File: src/rtl/lt24_frame_scanner.sv
// lt24_frame_scanner
//   Raster pixel source for the LT24 display path. Walks every (x, y) of a
//   frame, produces an RGB565 test pattern for each pixel and hands it to the
//   downstream write driver over a valid/ready handshake. After the last pixel
//   it idles for HOLDOFF cycles before it can start another frame.
//
// Ports
//   clock       system clock, rising edge
//   reset       asynchronous, active-high
//   enable      starts a frame (sampled only in IDLE)
//   patternSel  pattern select, latched at frame start
//   fgColour    foreground RGB565, latched at frame start
//   pixelReady  downstream accepts the current pixel
//   pixelWrite  pixel valid
//   xAddr/yAddr coordinates of the current pixel
//   pixelData   RGB565 for (xAddr, yAddr)
//   frameStart  pulse in the first SCAN cycle
//   frameDone   pulse in the cycle after the last transfer
//   busy        high in SCAN and HOLD
module lt24_frame_scanner #(
  parameter int X_WIDTH    = 8,
  parameter int Y_WIDTH    = 9,
  parameter int X_MAX      = 239,
  parameter int Y_MAX      = 319,
  parameter int HOLDOFF    = 1000,
  parameter int HOLD_WIDTH = 20
) (
  input  logic               clock,
  input  logic               reset,
  input  logic               enable,
  input  logic [1:0]         patternSel,
  input  logic [15:0]        fgColour,
  input  logic               pixelReady,
  output logic               pixelWrite,
  output logic [X_WIDTH-1:0] xAddr,
  output logic [Y_WIDTH-1:0] yAddr,
  output logic [15:0]        pixelData,
  output logic               frameStart,
  output logic               frameDone,
  output logic               busy
);

  typedef enum logic [1:0] {IDLE, SCAN, HOLD} state_t;

  state_t                state;
  logic [HOLD_WIDTH-1:0] holdCnt;
  logic [1:0]            patLat;
  logic [15:0]           colLat;

  logic xfer, xLast, yLast;
  assign xfer  = pixelWrite & pixelReady;
  assign xLast = (xAddr == X_WIDTH'(X_MAX));
  assign yLast = (yAddr == Y_WIDTH'(Y_MAX));

  always_ff @(posedge clock or posedge reset) begin
    if (reset) begin
      state      <= IDLE;
      holdCnt    <= '0;
      patLat     <= '0;
      colLat     <= '0;
      pixelWrite <= 1'b0;
      xAddr      <= '0;
      yAddr      <= '0;
      frameStart <= 1'b0;
      frameDone  <= 1'b0;
      busy       <= 1'b0;
    end else begin
      frameStart <= 1'b0;
      frameDone  <= 1'b0;
      case (state)
        IDLE: begin
          if (enable) begin
            patLat     <= patternSel;
            colLat     <= fgColour;
            xAddr      <= '0;
            yAddr      <= '0;
            pixelWrite <= 1'b1;
            frameStart <= 1'b1;
            busy       <= 1'b1;
            state      <= SCAN;
          end
        end
        SCAN: begin
          // Coordinates only move on an accepted pixel; a stall holds them.
          if (xfer) begin
            if (!xLast) begin
              xAddr <= xAddr + X_WIDTH'(1);
            end else begin
              xAddr <= '0;
              if (!yLast) begin
                yAddr <= yAddr + Y_WIDTH'(1);
              end else begin
                yAddr      <= '0;
                pixelWrite <= 1'b0;
                frameDone  <= 1'b1;
                holdCnt    <= '0;
                state      <= HOLD;
              end
            end
          end
        end
        HOLD: begin
          if (holdCnt == HOLD_WIDTH'(HOLDOFF - 1)) begin
            busy  <= 1'b0;
            state <= IDLE;
          end else begin
            holdCnt <= holdCnt + HOLD_WIDTH'(1);
          end
        end
        default: state <= IDLE;
      endcase
    end
  end

  // Upper coordinate bits used by the patterns: xh = x[7:3], yh = y[8:3],
  // taken through a shift so narrower address widths still elaborate.
  logic [4:0]  xh;
  logic [5:0]  yh;
  logic [15:0] patData;
  assign xh = 5'(16'(xAddr) >> 3);
  assign yh = 6'(16'(yAddr) >> 3);

  always_comb begin
    patData = '0;
    case (patLat)
      2'd0: patData = colLat;
      2'd1: patData = {{5{xh[4]}}, {6{xh[3]}}, {5{xh[2]}}};
      2'd2: patData = (xh[1] ^ yh[1]) ? colLat : 16'h0000;
      2'd3: patData = {xh, yh, xh};
      default: patData = '0;
    endcase
  end

  // Forced to zero outside SCAN so reset and idle present a clean bus.
  assign pixelData = pixelWrite ? patData : 16'h0000;

endmodule
File: config.mk
export PLATFORM = sky130hd
export DESIGN_NAME = lt24_frame_scanner
export DESIGN_NICKNAME = d
export VERILOG_FILES = /design/src/rtl/lt24_frame_scanner.sv
export SDC_FILE = /design/constraint.sdc
export NUM_CORES = 1
export LEC_CHECK = 0
export CORE_MARGIN = 2
export CORE_UTILIZATION = 40
export DETAILED_ROUTE_END_ITERATION = 16
export GPL_ROUTABILITY_DRIVEN = 0
export HOLD_SLACK_MARGIN = 0.02
export SETUP_SLACK_MARGIN = 0.15
export SYNTH_ARGS = -nofsm -noshare
export SYNTH_HDL_FRONTEND = slang
export SYNTH_SLANG_ARGS = --single-unit
File: constraint.sdc
create_clock -name clock -period 6.2 [get_ports clock]
set_clock_uncertainty 0.2 [all_clocks]
set_input_delay 0.62 -clock clock [delete_from_list [all_inputs] [get_ports clock]]
set_output_delay 0.62 -clock clock [all_outputs]
set_load 0.02 [all_outputs]
Word level (Yosys, flattened, before mapping)
Index checks and enable logic that the tools add are counted.

Register bits after elaboration: 61. Input bits: 22. Output and inout port bits: 37. Word-level logic and storage cells: 77.

Add/sub/neg operators: 3. Equal/unequal tests: 14. Multiplexer cells: 36. Bitwise logic cells: 2. Reductions and logical operators: 12.

Operators by type and width (number): $mux W20 (4); $pmux W16 S4 (1); $pmux W20 S2 (1); $mux W9 (4); $mux W16 (2); $mux W8 (3); $add A20 B1 Y20 const B (1); $eq A20 B10 Y1 const B (1); $pmux W9 S2 (1); $pmux W8 S2 (1); $reduce_and A5 Y1 (3); $ne A2 B2 Y1 const B (6); $mux W1 (11); $mux W2 (5); $add A9 B1 Y9 const B (1); $eq A9 B9 Y1 const B (1); $add A8 B1 Y8 const B (1); $eq A8 B8 Y1 const B (1); $eq A2 B2 Y1 const B (3); $pmux W2 S3 (1); $reduce_and A3 Y1 (2); $reduce_bool A2 Y1 (3); $eq A2 B1 Y1 const B (2); $logic_not A2 Y1 (2); 5 further kinds (6).

Logic depth before layout (Yosys ltp)
Gate-level depths: netlist (run 1).

Word-level depth: 5. Gate-level depth with buffers: 8. Gate-level depth less buffers: 7.

Least setup slack after synthesis (run 1)
No wires, ideal clock.

Path type: register -> output. Start: register xAddr[4]. End: output pixelData[9]. Arrival time: 1840 ps. Data required time: 5380 ps. Slack: 3540 ps. Stages on the path, launching flop included: 7. Cell sequence: dfrtp_1 buf_4 xnor2_1 a21oi_1 clkbuf_1 a221oi_1 nor2b_1.

Cells in the longest elaborated chain, start to end: 4.

RTL lines: start: declaration (line 35) `output logic [X_WIDTH-1:0] xAddr,`; start signal: assignment (line 87) `xAddr <= xAddr + X_WIDTH'(1);`; $xor A1 B1 Y1 (line 128) `2'd2: patData = (xh[1] ^ yh[1]) ? colLat : 16'h0000;`; $mux W16 (line 128); $pmux W16 S4 (line 125) `case (patLat)`; $mux W16 (line 135) `assign pixelData = pixelWrite ? patData : 16'h0000;`; end: declaration (line 37) `output logic [15:0] pixelData,`.

No other way between the ends.

Worst setup path after layout (run 1)
Start: register xAddr[4]. End: output pixelData[10].

Same word-level chain as after synthesis.

==> flow_summary.json, run 1 <==
{
  "synth_flop_cell": "dfrtp_1",
  "grt.busiest_layer": "met1",
  "fillers": 770,
  "p_total_w": 0.000977,
  "core_area_mm2": 0.00818,
  "clock_path_buffers": 2,
  "htree_levels": 3,
  "status": "complete, no violations",
  "ys_warn_count": 0,
  "post-place-ws_ns": 2.85,
  "crit_required_ns": 5.38,
  "hold_buffers": 0,
  "seqCellArea_mm2": 0.00153,
  "wl_per_cell_um": 15.6,
  "path_clk_slew_ns": 0.06,
  "viasPerCell": 5.49,
  "cts_tree": "yes",
  "grt_max_degree": 62,
  "grt_pass1_vias": 2737,
  "timing.rr.start": "holdCnt[3]",
  "initial_core_util": 0.410,
  "overflow": 0,
  "die_h_um": 95.5,
  "vias": 2915,
  "setup_viol": 0,
  "power_density_mw_per_mm2": 236,
  "dpl.cell_count": 517,
  "ys_seq_area_frac": 0.456,
  "final_cells": 531,
  "clkSinkCount": 61,
  "rows": 33,
  "fp.dieW_um": 95.5,
  "leakage_nw": 1.87,
  "num-nets-final": 448,
  "max_slew_margin": 0.200,
  "ctsResizeCount": 0,
  "grt_util_met1": 0.296,
  "min_to": "colLat[4]",
  "cts_made_buffers": 9,
  "ir_drop_mv": 0.155,
  "cap_violations": 0,
  "r2r_end": "holdCnt[12]",
  "antenna_left": 0,
  "io_buffers": 58,
  "syn_inst": 373,
  "max_freq_mhz": 268,
  "wl_um": 8280,
  "ys_seq_elements": 61,
  "whs_path_depth": 2,
  "hold_start": "colLat[4]",
  "synthArstFlopShare": 1.00,
  "period_share": 0.603,
  "report.final.hold_viol_count": 0,
  "met2_usage": 0.279,
  "rrSetupSlack_ns": 3.23,
  "final_cell_mix": "nand2_1 (76), dfrtp_1 (61), clkdlybuf4s50_1 (58), nand3_1 (20), nor2_1 (20)",
  "cp.arrival_ns": 2.92,
  "drtIter0Drc": 163,
  "hold_class": "flop to flop",
  "synth.distinct_cells": 52,
  "critical_path_class": "flop to output port",
  "root_buffer": "clkbuf_8",
  "diodes": 0,
  "grt_pass1_wl_um": 13900,
  "synth_fp_nets": 398,
  "setup_slack_ns": 2.46,
  "drive_gt1_frac": 0.0681,
  "ff2ff_path_depth": 6,
  "syn_to_final_growth_pct": 23.5,
  "tightestPinTransition_ns": 1.20,
  "grt_usage": 0.198,
  "grt_use_met3": 0.0458,
  "post-dp-hpwl_um": 5650,
  "cp_max_fo": 16,
  "slew_violations": 0,
  "critPathLaunchType": "flop",
  "min_period_ns": 3.74,
  "antenna_found_initial": 0,
  "tns_ns": 0,
  "multiInputGateArea_mm2": 0.00167,
  "postCtsSetupRepairBufs": 0,
  "synth-edff-count": 0,
  "dr.pass1.iters": 4,
  "syn_area_mm2": 0.00335,
  "io_pins": 59,
  "worstSkewPairLatency_ns": 0.34,
  "drc": 0,
  "rsz0062_at_grt": "no",
  "end_kind": "output port",
  "final_common_cell": "nand2_1",
  "synth.avg_cell_area_um2": 8.98,
  "die_area_mm2": 0.00913
}
==> flip-flops by register name (all words and copies together) (netlist names) <==
name and flops:
busy 1, colLat 16, frameDone 1, frameStart 1, holdCnt 20, patLat 2, pixelWrite 1, state 2
xAddr 8, yAddr 9
==> worst max path at each step <==
stage | end | slack (ns) | from
final | pixelData[10] | 2.46 | xAddr[4]
after global routing | pixelData[8] | 2.20 | xAddr[4]
after CTS | pixelData[10] | 2.48 | xAddr[4]
after detailed placement | pixelData[10] | 2.85 | xAddr[4]
after global placement | pixelData[11] | 2.87 | xAddr[4]
after floorplan | pixelData[9] | 3.54 | xAddr[4]
==> layer usage <==
layer,up-vias,part of all wire
met3,10,0.048
li1,1421,-
met4,0,0.015
met1,1412,0.50
met2,72,0.44
met5,-,0
==> final cells by class <==
cell class | instances | share of cell area
timing repair buffer | 59 | 0.142
sequential | 61 | 0.369
clock buffer | 13 | 0.0433
multi-input combinational | 282 | 0.404
clock inverter | 1 | 0.00121
tap | 105 | 0.0318
inverter | 10 | 0.00907
==> stage by stage <==
step	hold WS, ns	instance area, µm²	util
after global placement	0.259	3950	0.483
after detailed placement	0.264	3950	0.483
after CTS	0.279	4140	0.506
after global routing	0.296	4140	0.506
final	0.275	4140	0.506
after floorplan	0.246	3350	-
==> critical path, cell delays in order, from the launching register on <==
cell and delay (ns):
dfrtp_1 0.48, xnor2_1 0.17, a21oi_1 0.90, a221oi_1 0.20
nor2b_1 0.20, clkdlybuf4s50_1 0.63
==> cell usage after synthesis, types with 3 or more instances <==
cell,instances,share of area
nand2_1,76,0.085
dfrtp_1,61,0.46
nand3_1,20,0.030
nor2_1,20,0.022
nor2b_1,19,0.035
a221oi_1,14,0.037
o21ai_0,14,0.021
nor3_1,13,0.019
and3_1,12,0.022
clkbuf_1,12,0.013
inv_1,10,0.011
xnor2_1,9,0.024
a21oi_1,7,0.010
a22o_1,7,0.018
a211o_1,6,0.016
and2_1,5,0.0093
buf_6,5,0.017
o31ai_1,5,0.011
a21o_1,4,0.0090
nand4_1,4,0.0075
nor4_1,4,0.0075
xor2_1,4,0.010
ha_1,3,0.011
==> power by group <==
part	switching [W]	internal (W)	total, W
registers	0.0000421	0.000425	0.000468
logic	0.0000887	0.0000865	0.000175
clock network	0.000150	0.000184	0.000334
==> cell families (layout without fill, tap and decap cells) <==
kind of cell | after synthesis | in the layout | share of synthesized area
and+or+nand+nor | 190 | 190 | 0.282
AOI/OAI and AO/OA | 74 | 74 | 0.165
DFF | 61 | 61 | 0.456
buffers and inverters | 30 | 83 | 0.0463
xor gates and xnor gates | 13 | 13 | 0.0340
adders and majority gates | 3 | 3 | 0.0112
muxes | 2 | 2 | 0.00597
Power figures use the tool's default switching activity.
==> run 2: changes to the inputs <==
Settings changed: PLACE_DENSITY set to 0.66.
Clock period 6.2 ns to 3.05 ns, I/O delays scaled along.
==> flow_summary.json, run 2 (synthesized netlist as in run 1, its figures left out) <==
{
  "max_freq_mhz": 362,
  "crit_required_ns": 2.54,
  "slew_violations": 0,
  "largest-register": "holdCnt",
  "die_area_mm2": 0.00913,
  "drive_gt1_frac": 0.0874,
  "cp.buffers_inverters": 2,
  "leakage_nw": 2.05,
  "worstSkewPairLatency_ns": 0.33,
  "critPathLaunchType": "flop",
  "overflow": 0,
  "min_period_ns": 2.76,
  "initial_core_util": 0.410,
  "fillers": 764,
  "crit_path_top_delay_cell": "clkdlybuf4s50_1",
  "path_clk_slew_ns": 0.07,
  "clkSinkCount": 61,
  "cp_max_fo": 9,
  "tns_ns": 0,
  "root_buffer": "clkbuf_8",
  "fp.dieW_um": 95.5,
  "wl_um": 8240,
  "p_total_w": 0.00195,
  "cts_tree": "yes",
  "timing.rr.start": "holdCnt[3]",
  "final_common_cell": "nand2_1",
  "grt_pass1_wl_um": 13500,
  "io_buffers": 58,
  "num-nets-final": 457,
  "grt_usage": 0.192,
  "report.final.hold_viol_count": 0,
  "die_h_um": 95.5,
  "rsz0062_at_grt": "no",
  "syn_to_final_growth_pct": 26.1,
  "post-dp-hpwl_um": 5740,
  "critPathTopFamily": "buffers and inverters",
  "max_slew_margin": 0.482,
  "vias": 2967,
  "tightestPinTransition_ns": 0.767,
  "grt_pass1_vias": 2754,
  "grt_max_degree": 40,
  "post-place-ws_ns": 0.464,
  "core_area_mm2": 0.00818,
  "drc": 0,
  "final_cell_mix": "nand2_1 (76), dfrtp_1 (61), clkdlybuf4s50_1 (50), nand3_1 (20), nor2_1 (20)",
  "cap_violations": 0,
  "seqCellArea_mm2": 0.00153,
  "end_kind": "output port",
  "top_regs": "holdCnt x20, colLat x16, yAddr x9",
  "status": "complete, no violations",
  "htree_levels": 3,
  "critPathMaxStageDelay_ns": 0.62,
  "dr.pass1.iters": 4,
  "ctsResizeCount": 0,
  "critical_path_class": "flop to output port",
  "viasPerCell": 5.49,
  "diodes": 0,
  "rrSetupSlack_ns": 0.48,
  "hold_buffers": 0,
  "multiInputGateArea_mm2": 0.00168,
  "antenna_left": 0,
  "wl_per_cell_um": 15.3,
  "drtIter0Drc": 190,
  "setup_slack_ns": 0.286,
  "ir_drop_mv": 0.238,
  "clock_path_buffers": 2,
  "setup_viol": 0,
  "rows": 33,
  "ff2ff_path_depth": 6,
  "fin_util": 0.517,
  "hold_class": "input pin to asynchronous set/reset pin",
  "r2r_end": "holdCnt[12]",
  "period_share": 0.906,
  "largest_reg_flops": 20,
  "io_pins": 59,
  "cts_made_buffers": 9,
  "power_density_mw_per_mm2": 461,
  "antenna_found_initial": 0,
  "postCtsSetupRepairBufs": 0,
  "cp.arrival_ns": 2.26,
  "final_cells": 540,
  "dpl.cell_count": 526,
  "cp_cell_sequence": "xnor2_1 -> a21oi_1 -> buf_4 -> a221oi_1 -> nor2b_1 -> clkdlybuf4s50_1"
}
-- run 2: through the flow --
stage,hold slack [ns],instance area (µm²)
6_report,0.139,4220
5_1_grt,0.170,4220
4_1_cts,0.151,4200
3_5_place_dp,0.265,4030
3_3_place_gp,0.260,4030
2_1_floorplan,0.210,3350
-- run 2: worst max-delay path by stage --
stage / to / cells past startpoint / start
3_3_place_gp: holdCnt[12] / 6 / holdCnt[3]
2_1_floorplan: holdCnt[13] / 7 / xAddr[0]
6_report: pixelData[3] / 6 / xAddr[4]
5_1_grt: pixelData[3] / 6 / xAddr[4]
3_5_place_dp: holdCnt[7] / 6 / holdCnt[3]
4_1_cts: pixelData[0] / 6 / xAddr[4]
-- run 2: cell type report --
type | count | area share
clock buffer | 12 | 0.0367
tap | 105 | 0.0311
timing repair buffer | 68 | 0.163
inverter | 10 | 0.00889
multi-input combinational | 282 | 0.397
sequential | 61 | 0.361
clock inverter | 2 | 0.00237
-- run 2: layer usage --
layer	vias up	track usage	part of all wire
met3	6	0.0490	0.049
met2	74	0.288	0.46
met1	1454	0.275	0.48
met4	0	0.0536	0.0089
li1	1433	-	-
met5	-	0	0
-- run 2: power breakdown --
group | internal (W) | switching, W | total (W)
clock network | 0.000328 | 0.000299 | 0.000627
registers | 0.000865 | 0.0000848 | 0.000950
logic | 0.000184 | 0.000187 | 0.000370
total | 0.00138 | 0.000571 | 0.00195
==> run 3: changes to the inputs <==
Settings changed: HOLD_SLACK_MARGIN 0.02 to 0.03.
==> results of run 3 <==
The final DEF is identical to that of run 2; final timing and power are the same.
